## config.mk

```make
export PLATFORM = sky130hd
export DESIGN_NAME = psum_rmw_ctrl
export DESIGN_NICKNAME = d
export VERILOG_FILES = /design/src/rtl/psum_pkg.sv /design/src/rtl/psum_hazard_tracker.sv /design/src/rtl/psum_rmw_ctrl.sv
export SDC_FILE = /design/constraint.sdc
export NUM_CORES = 1
export LEC_CHECK = 0
export ABC_AREA = 1
export CAP_MARGIN = 20
export CORE_MARGIN = 5
export CORE_UTILIZATION = 25
export DETAILED_ROUTE_END_ITERATION = 10
export GPL_TIMING_DRIVEN = 0
export SLEW_MARGIN = 20
export SYNTH_ARGS = -nofsm -noshare
export SYNTH_HDL_FRONTEND = slang
export SYNTH_HIERARCHICAL = 1
export SYNTH_SLANG_ARGS = --single-unit
```

## constraint.sdc

```tcl
create_clock -name clk_i -period 2.8 [get_ports clk_i]
set_clock_uncertainty 0.1 [all_clocks]
set_input_delay 0.56 -clock clk_i [delete_from_list [all_inputs] [get_ports clk_i]]
set_output_delay 0.56 -clock clk_i [all_outputs]
set_load 0.02 [all_outputs]
```

## src/rtl/psum_pkg.sv

```systemverilog
// psum_pkg: shared types and helpers for the partial-sum read-modify-write
// controller.
//   PSUM_AW / PSUM_DW  : default address and psum widths. The tracker entry
//                        struct is sized from these, so a different width must
//                        be changed here as well as on the top's parameters.
//   PSUM_PIPELINED     : default RAM pipelining.
//   RAM_LAT            : RAM read latency for the default pipelining.
//   psum_entry_t       : one in-flight update (valid, addr, data, clear).
//   ram_lat()          : read latency for a given Pipelined setting.
//   add_ovf()          : signed-overflow detect from the operand/result signs.
package psum_pkg;

  localparam int unsigned PSUM_AW        = 6;
  localparam int unsigned PSUM_DW        = 20;
  localparam int unsigned PSUM_PIPELINED = 0;
  localparam int unsigned RAM_LAT        = 1 + PSUM_PIPELINED;

  typedef struct packed {
    logic               valid;
    logic [PSUM_AW-1:0] addr;
    logic [PSUM_DW-1:0] data;
    logic               clear;
  } psum_entry_t;

  function automatic int unsigned ram_lat(input int unsigned pipelined);
    return 1 + pipelined;
  endfunction

  // Two's-complement add overflows only when both operands share a sign and
  // the result's sign differs from it.
  function automatic logic add_ovf(input logic a_msb, input logic b_msb,
                                   input logic sum_msb);
    return (a_msb == b_msb) && (sum_msb != a_msb);
  endfunction

endpackage

```

## src/rtl/psum_hazard_tracker.sv

```systemverilog
// psum_hazard_tracker: shift register of in-flight updates.
// Stage 0 is the entry being accepted this cycle (combinational input);
// stages 1..Lat are registered, so an entry accepted at t sits in stage Lat
// during t+Lat, which is exactly its write-back cycle.
//   clk_i, rst_ni : clock, synchronous active-low reset (discards all entries)
//   push_entry    : stage-0 entry; its valid bit is the accept strobe
//   probe_addr    : address presented on the update port
//   hazard        : probe_addr matches a valid registered stage
//   wb_entry      : stage-Lat entry (write-back candidate)
//   busy          : any registered stage valid
module psum_hazard_tracker
  import psum_pkg::*;
#(
  parameter int unsigned Lat = RAM_LAT
) (
  input  logic               clk_i,
  input  logic               rst_ni,
  input  psum_entry_t        push_entry,
  input  logic [PSUM_AW-1:0] probe_addr,
  output logic               hazard,
  output psum_entry_t        wb_entry,
  output logic               busy
);

  psum_entry_t [Lat:1] pipe;
  logic        [Lat:1] hit;
  logic        [Lat:1] vld;

  always_ff @(posedge clk_i) begin
    if (!rst_ni) begin
      pipe <= '0;
    end else begin
      pipe[1] <= push_entry;
      for (int s = 2; s <= Lat; s++) pipe[s] <= pipe[s-1];
    end
  end

  // Stage 0 is the requester itself, so only registered stages can collide.
  // A match on stage Lat still stalls: its write lands this cycle and a read
  // issued now would see the old word.
  for (genvar s = 1; s <= Lat; s++) begin : g_stage
    assign vld[s] = pipe[s].valid;
    assign hit[s] = pipe[s].valid && (pipe[s].addr == probe_addr);
  end

  assign hazard   = |hit;
  assign busy     = |vld;
  assign wb_entry = pipe[Lat];

endmodule

```

## src/rtl/psum_rmw_ctrl.sv

```systemverilog
// psum_rmw_ctrl: read-modify-write controller using a true dual-port RAM as a
// partial-sum accumulator. Updates add into (or overwrite) a word and write it
// back RAM-latency cycles later; a separate drain port reads finished sums.
//   clk_i, rst_ni           : clock, synchronous active-low reset
//   upd_valid_i/upd_ready_o : update handshake
//   upd_addr_i/upd_data_i   : target word and addend (or new value)
//   upd_clear_i             : 1 = overwrite, 0 = accumulate
//   drn_valid_i/drn_addr_i  : drain read request (always accepted)
//   drn_valid_o/drn_data_o  : drained word, RAM-latency cycles later
//   busy_o                  : updates in flight
//   ovf_o/ovf_clr_i         : sticky signed-overflow flag and its clear
//   ram_*                   : initiator side of the dual-port RAM
//                             (port A = RMW, port B = drain read only)
// All outputs are forced low while rst_ni is low, including the cycle in which
// reset is first sampled, so no stale write-back can escape.
module psum_rmw_ctrl
  import psum_pkg::*;
#(
  parameter int unsigned AddrWidth = PSUM_AW,
  parameter int unsigned DataWidth = PSUM_DW,
  parameter int unsigned Pipelined = PSUM_PIPELINED
) (
  input  logic                 clk_i,
  input  logic                 rst_ni,
  // update port
  input  logic                 upd_valid_i,
  output logic                 upd_ready_o,
  input  logic [AddrWidth-1:0] upd_addr_i,
  input  logic [DataWidth-1:0] upd_data_i,
  input  logic                 upd_clear_i,
  // drain port
  input  logic                 drn_valid_i,
  input  logic [AddrWidth-1:0] drn_addr_i,
  output logic                 drn_valid_o,
  output logic [DataWidth-1:0] drn_data_o,
  // status
  output logic                 busy_o,
  output logic                 ovf_o,
  input  logic                 ovf_clr_i,
  // RAM port A
  output logic                 ram_re_a_o,
  output logic [AddrWidth-1:0] ram_addr_r_a_o,
  input  logic [DataWidth-1:0] ram_data_a_i,
  output logic                 ram_we_a_o,
  output logic [AddrWidth-1:0] ram_addr_w_a_o,
  output logic [DataWidth-1:0] ram_data_a_o,
  // RAM port B
  output logic                 ram_re_b_o,
  output logic [AddrWidth-1:0] ram_addr_r_b_o,
  input  logic [DataWidth-1:0] ram_data_b_i,
  output logic                 ram_we_b_o
);

  localparam int unsigned Lat = ram_lat(Pipelined);

  psum_entry_t          push_entry;
  psum_entry_t          wb_entry;
  logic                 hazard;
  logic                 busy;
  logic                 accept;
  logic                 wb_fire;
  logic [DataWidth-1:0] sum;
  logic                 ovf_hit;
  logic                 ovf_q;
  logic [Lat:1]         drn_pipe;

  // ---------------- accept / tracker ----------------
  assign upd_ready_o = rst_ni & ~hazard;
  assign accept      = upd_valid_i & upd_ready_o;

  always_comb begin
    push_entry       = '0;
    push_entry.valid = accept;
    push_entry.addr  = upd_addr_i;
    push_entry.data  = upd_data_i;
    push_entry.clear = upd_clear_i;
  end

  psum_hazard_tracker #(
    .Lat(Lat)
  ) u_tracker (
    .clk_i      (clk_i),
    .rst_ni     (rst_ni),
    .push_entry (push_entry),
    .probe_addr (upd_addr_i),
    .hazard     (hazard),
    .wb_entry   (wb_entry),
    .busy       (busy)
  );

  assign busy_o = rst_ni & busy;

  // Clear-mode updates never read: the old word is discarded anyway.
  assign ram_re_a_o     = accept & ~upd_clear_i;
  assign ram_addr_r_a_o = ram_re_a_o ? upd_addr_i : '0;

  // ---------------- write-back ----------------
  // The read issued at accept returns exactly when the entry reaches the last
  // tracker stage, so ram_data_a_i lines up with wb_entry without extra flops.
  assign sum     = ram_data_a_i + wb_entry.data;
  assign wb_fire = rst_ni & wb_entry.valid;

  assign ram_we_a_o     = wb_fire;
  assign ram_addr_w_a_o = wb_fire ? wb_entry.addr : '0;
  assign ram_data_a_o   = !wb_fire       ? '0 :
                          wb_entry.clear ? wb_entry.data : sum;

  // ---------------- overflow flag ----------------
  assign ovf_hit = wb_fire & ~wb_entry.clear &
                   add_ovf(ram_data_a_i[DataWidth-1], wb_entry.data[DataWidth-1],
                           sum[DataWidth-1]);

  // A new overflow in the same cycle as a clear keeps the flag set.
  always_ff @(posedge clk_i) begin
    if (!rst_ni)        ovf_q <= 1'b0;
    else if (ovf_hit)   ovf_q <= 1'b1;
    else if (ovf_clr_i) ovf_q <= 1'b0;
  end

  assign ovf_o = rst_ni & ovf_q;

  // ---------------- drain ----------------
  assign ram_re_b_o     = rst_ni & drn_valid_i;
  assign ram_addr_r_b_o = ram_re_b_o ? drn_addr_i : '0;
  assign ram_we_b_o     = 1'b0;

  always_ff @(posedge clk_i) begin
    if (!rst_ni) begin
      drn_pipe <= '0;
    end else begin
      drn_pipe[1] <= ram_re_b_o;
      for (int s = 2; s <= Lat; s++) drn_pipe[s] <= drn_pipe[s-1];
    end
  end

  // RAM data passes straight through: no forwarding from in-flight updates.
  assign drn_valid_o = rst_ni & drn_pipe[Lat];
  assign drn_data_o  = drn_valid_o ? ram_data_b_i : '0;

endmodule

```

# Word-level counts from Yosys, hierarchy flattened
# Cells that the tools add are included.
totals:
  regBits: 30
  inputBits: 78
  out_inout_bits: 66
  word_cells: 33
op_classes:
  add_sub_neg: 1
  eq_ne: 3
  n_mux: 8
  n_bitwise: 12
  reduce_logical: 3
op_table:
  columns: ["op", "n"]
  rows:
  - ["$mux 20", 3]
  - ["$add 20x20->20", 1]
  - ["$mux 6", 3]
  - ["$and 1x1->1", 9]
  - ["$eq 6x6->1", 1]
  - ["$not 1->1", 3]
  - ["$logic_and 1x1->1", 2]
  - ["$mux 1", 2]
  - ["$reduce_bool 2->1", 1]
  - ["$eq 1x1->1", 1]
  - ["$ne 1x1->1", 1]

# Logic depth before layout (Yosys ltp)
depth:
  ltp_word: 7
  depth_mapped: 13
  ltp_nobuf: 13

# By module
# Netlist, hierarchy kept.
by_module_without_submodules:
  columns: ["mod", "instances", "cells_each", "area_each_um2"]
  rows:
  - ["psum_rmw_ctrl", 1, 423, 2021.9]
  - ["psum_hazard_tracker", 1, 118, 934.6]

# Worst setup path after synthesis
# OpenSTA, ideal clock, no wires.
synth_path:
  path_type: "input-to-output"
  from: "input upd_addr_i[0]"
  to: "output ram_addr_r_a_o[0]"
  arrival_ns: 2.101
  required_time_ns: 2.140
  path_slack_ns: 0.039
  stages: 11
  path_cell_list: "inv_1 -> nand2_1 -> nand2_1 -> nor2_1 -> nand2_1 -> nor2_2 -> nor2_1 -> nand2_1 -> nor2_1 -> inv_1 -> nor2_1"
synth_via:
  elab_chain_cells: 7
synth_lines:
  columns: ["element", "line_no", "text"]
  rows:
  - ["start, declared", "psum_rmw_ctrl.sv:28", "input logic [AddrWidth-1:0] upd_addr_i,"]
  - ["$eq 6x6->1", "psum_hazard_tracker.sv:43", "assign hit[s] = pipe[s].valid && (pipe[s].addr == probe_addr);"]
  - ["$logic_and 1x1->1", "psum_hazard_tracker.sv:43", null]
  - ["via hazard", "psum_rmw_ctrl.sv:58", "logic hazard;"]
  - ["$not 1->1", "psum_rmw_ctrl.sv:68", "assign upd_ready_o = rst_ni & ~hazard;"]
  - ["$and 1x1->1", "psum_rmw_ctrl.sv:68", null]
  - ["via upd_ready_o", "psum_rmw_ctrl.sv:27", "output logic upd_ready_o,"]
  - ["$and 1x1->1", "psum_rmw_ctrl.sv:69", "assign accept = upd_valid_i & upd_ready_o;"]
  - ["$and 1x1->1", "psum_rmw_ctrl.sv:94", "assign ram_re_a_o = accept & ~upd_clear_i;"]
  - ["via ram_re_a_o", "psum_rmw_ctrl.sv:41", "output logic ram_re_a_o,"]
  - ["$mux 6", "psum_rmw_ctrl.sv:95", "assign ram_addr_r_a_o = ram_re_a_o ? upd_addr_i : '0;"]
  - ["end, declared", "psum_rmw_ctrl.sv:42", "output logic [AddrWidth-1:0] ram_addr_r_a_o,"]
# The timed path passes the listed nets, and every way through them passes these cells.

# Worst setup path after layout
layout_path:
  from: "input ram_data_a_i[2]"
  to: "output ram_data_a_o[14]"
layout_via:
  elab_chain_cells: 3
layout_lines:
  columns: ["element", "line_no", "text"]
  rows:
  - ["start, declared", "psum_rmw_ctrl.sv:43", "input logic [DataWidth-1:0] ram_data_a_i,"]
  - ["$add 20x20->20", "psum_rmw_ctrl.sv:100", "assign sum = ram_data_a_i + wb_entry.data;"]
  - ["$mux 20", "psum_rmw_ctrl.sv:106", "wb_entry.clear ? wb_entry.data : sum;"]
  - ["$mux 20", "psum_rmw_ctrl.sv:105", "assign ram_data_a_o = !wb_fire ? '0 :"]
  - ["end, declared", "psum_rmw_ctrl.sv:46", "output logic [DataWidth-1:0] ram_data_a_o,"]
# Every way passes these cells.

==> impl_metrics.tcl <==
set metrics [dict create \
    drc 0 \
    fill_cells 1157 \
    status "finished, violations left" \
    finalWirelength_um 10800 \
    fmax_ghz 0.353 \
    gp_congestion 0.861 \
    synth_top_area_frac 0.203 \
    grt_overflow 0 \
    synth_top_cell_by_area "dfxtp_1" \
    ys_ff_latch 30 \
    drtAntennaViolNets 0 \
    setup_slack_ns -0.0302 \
    synthFlopType "dfxtp_1" \
    hold_buffers 0 \
    syn_inst 541 \
    antenna_found_initial 0 \
    die_y_um 119 \
    final_area_um2 5390 \
    cts_buffers 5 \
    grt_pass1_vias 3761 \
    synth_cell_types 29 \
    final_util 0.468 \
    dieArea_um2 14100 \
    p_total_mw 1.89 \
    cp_max_fo 6 \
    yosysMostFrequentCell "nand2_1" \
    cp-end-kind "output pin" \
    synth_area_leaders "dfxtp_1 20%, nand2_1 19%, inv_1 18%" \
    coreArea_um2 11500 \
    insertion_delay_ns 0.28 \
    synth_nets 639 \
    portBuffers 142 \
    die_x_um 119 \
    htree_levels 2 \
    ir_drop_v 0.000192 \
    fin_crit_sh 1.01 \
    cp_data_required_time_ns 2.14 \
    hold_depth 2 \
    synth_edf_count 0 \
    synth-async-reset-ratio 0 \
    hold_path_class "reg -> reg" \
    tritoncts_num_sinks 30 \
    firstDrtPassIters 4 \
    final_hold_viol_count 0 \
    track_usage 0.146 \
    cap_violations 0 \
    areaGrowthSynthToFinish_pct 82.4 \
    grt_pass1_wl_um 17100 \
    yosysWarnings 6 \
    leakagePower_nw 3.06 \
    rr_worst_depth 10 \
    final-max-slew-violation-count 0 \
    antenna_cells 0 \
    ioPinCount 144 \
    powerDensity_nw_per_um2 350 \
    syn-mean-instance-area_um2 5.47 \
    setup_viol 1 \
    grt_max_degree 11 \
    drt_iter0_drc 114 \
    critical_path_class "in -> out" \
    drive_above_1_share 0.237 \
    worst_hold_slack_ns 0.361 \
    period_minus_slack_ns 2.83 \
    timing.slew.headroom 0.605 \
    clockRootBuffer "clkbuf_16" \
    yosysSeqAreaShare 0.203 \
    violations "negative setup slack" \
    cts_tree "built" \
    wl_per_cell_um 12.6 \
    start_kind "input port" \
    worst_pin_slew_ns 0.592 \
    cp.arrival_ns 2.17 \
    rsz0062_at_grt "true" \
    start_util 0.257 \
    num_vias 3621 \
    dpl.hpwl_um 7960 \
    rows 39 \
    cts_buffer_depth 2 \
    seqCellArea_um2 602 \
    clk_pin_slew_ns 0.05 \
    nets 807 \
    multiInputGateArea_um2 2280 \
    synth_area_um2 2960 \
    via_per_inst 4.25 \
    placed_area_um2 4560 \
    ys_top_cells_by_count "150 x nand2_1, 140 x inv_1, 86 x nor2_1" \
]
-- per-stage QoR --
stage / TNS, ns / setup slack (ns) / instances
6_report: -0.0302 / -0.0302 / 853
5_1_grt: -0.576 / -0.116 / 853
4_1_cts: 0 / 0.000640 / 845
3_5_place_dp: -25.94 / -0.992 / 826
3_3_place_gp: -24.71 / -0.969 / 826
2_1_floorplan: 0 / 0.0388 / 541
-- worst paths after layout --
kind,start,end,slack (ns)
worst min-delay path,ovf_q,ovf_q,0.36
worst min register to register,ovf_q,ovf_q,0.36
worst max register to register,u_tracker/wb_entry[14],ovf_q,1.08
worst max-delay path,ram_data_a_i[2],ram_data_a_o[14],-0.03
-- report_power, final --
group | internal, mW | total [mW] | switching [mW]
Combinational | 0.326 | 0.679 | 0.353
Clock | 0.534 | 0.737 | 0.203
Sequential | 0.450 | 0.471 | 0.0205
-- repair_timing --
action                                 CTS  global route
buffers inserted                        11             8
cloned                                   0             0
resized for setup                      165           102
pin swaps                               23            48
setup endpoints to repair               62            32
endpoints found under the hold margin    0             0
-- metal layers --
metal | track usage | share of wire | vias to the layer above
li1 | - | - | 1914
met1 | 0.161 | 0.40 | 1584
met2 | 0.263 | 0.50 | 111
met3 | 0.0611 | 0.092 | 12
met4 | 0.0290 | 0.0097 | 0
met5 | 0 | 0 | -
-- registers in the layout (all words and copies together), names as in the netlist --
register	flops
drn_pipe	1
u_tracker/busy	1
u_tracker/wb_entry	27
ovf_q	1
-- cell families after synthesis --
family | Yosys count | share of synthesized area
compound gates | 34 | 0.0618
xor+xnor | 9 | 0.0267
flops | 30 | 0.203
fa+ha+maj | 20 | 0.0872
simple gates | 290 | 0.410
buf+inv | 157 | 0.210
other cells | 1 | 0.00127
-- critical path, cell delays in order --
cell	delay [ns]
dlygate4sd2_1	0.26
ha_4	0.31
nand2_1	0.07
nor2_1	0.16
nand3_2	0.13
nand3_4	0.14
nand2_2	0.08
nand3_1	0.07
nand2_1	0.07
nor2_2	0.11
nor2_1	0.05
buf_4	0.16
-- area by class of cell --
| cell class | count | share of cell area |
|---|---|---|
| buffer | 13 | 0.0155 |
| timing repair buffer | 161 | 0.279 |
| clock inverter | 2 | 0.0111 |
| tap | 143 | 0.0332 |
| clock buffer | 6 | 0.0257 |
| inverter | 144 | 0.101 |
| sequential | 30 | 0.112 |
| multi-input combinational | 354 | 0.423 |
-- cells in the final DEF (no fill, tap or decap), drive strengths merged, types with 2 or more instances in the layout --
| cell | count |
|---|---|
| dlygate4sd2 | 19 |
| buf | 49 |
| clkdlybuf4s15 | 5 |
| o21ai | 12 |
| a21oi | 20 |
| dfxtp | 30 |
| clkdlybuf4s50 | 90 |
| clkbuf | 12 |
| nand4 | 3 |
| nor2 | 92 |
| nand2 | 156 |
| nand3 | 35 |
| ha | 19 |
| nor3 | 2 |
| bufinv | 2 |
| xnor2 | 3 |
| xor2 | 6 |
| inv | 144 |
| dlymetal6s2s | 5 |
Note: power is estimated with default switching activity, not from simulation.
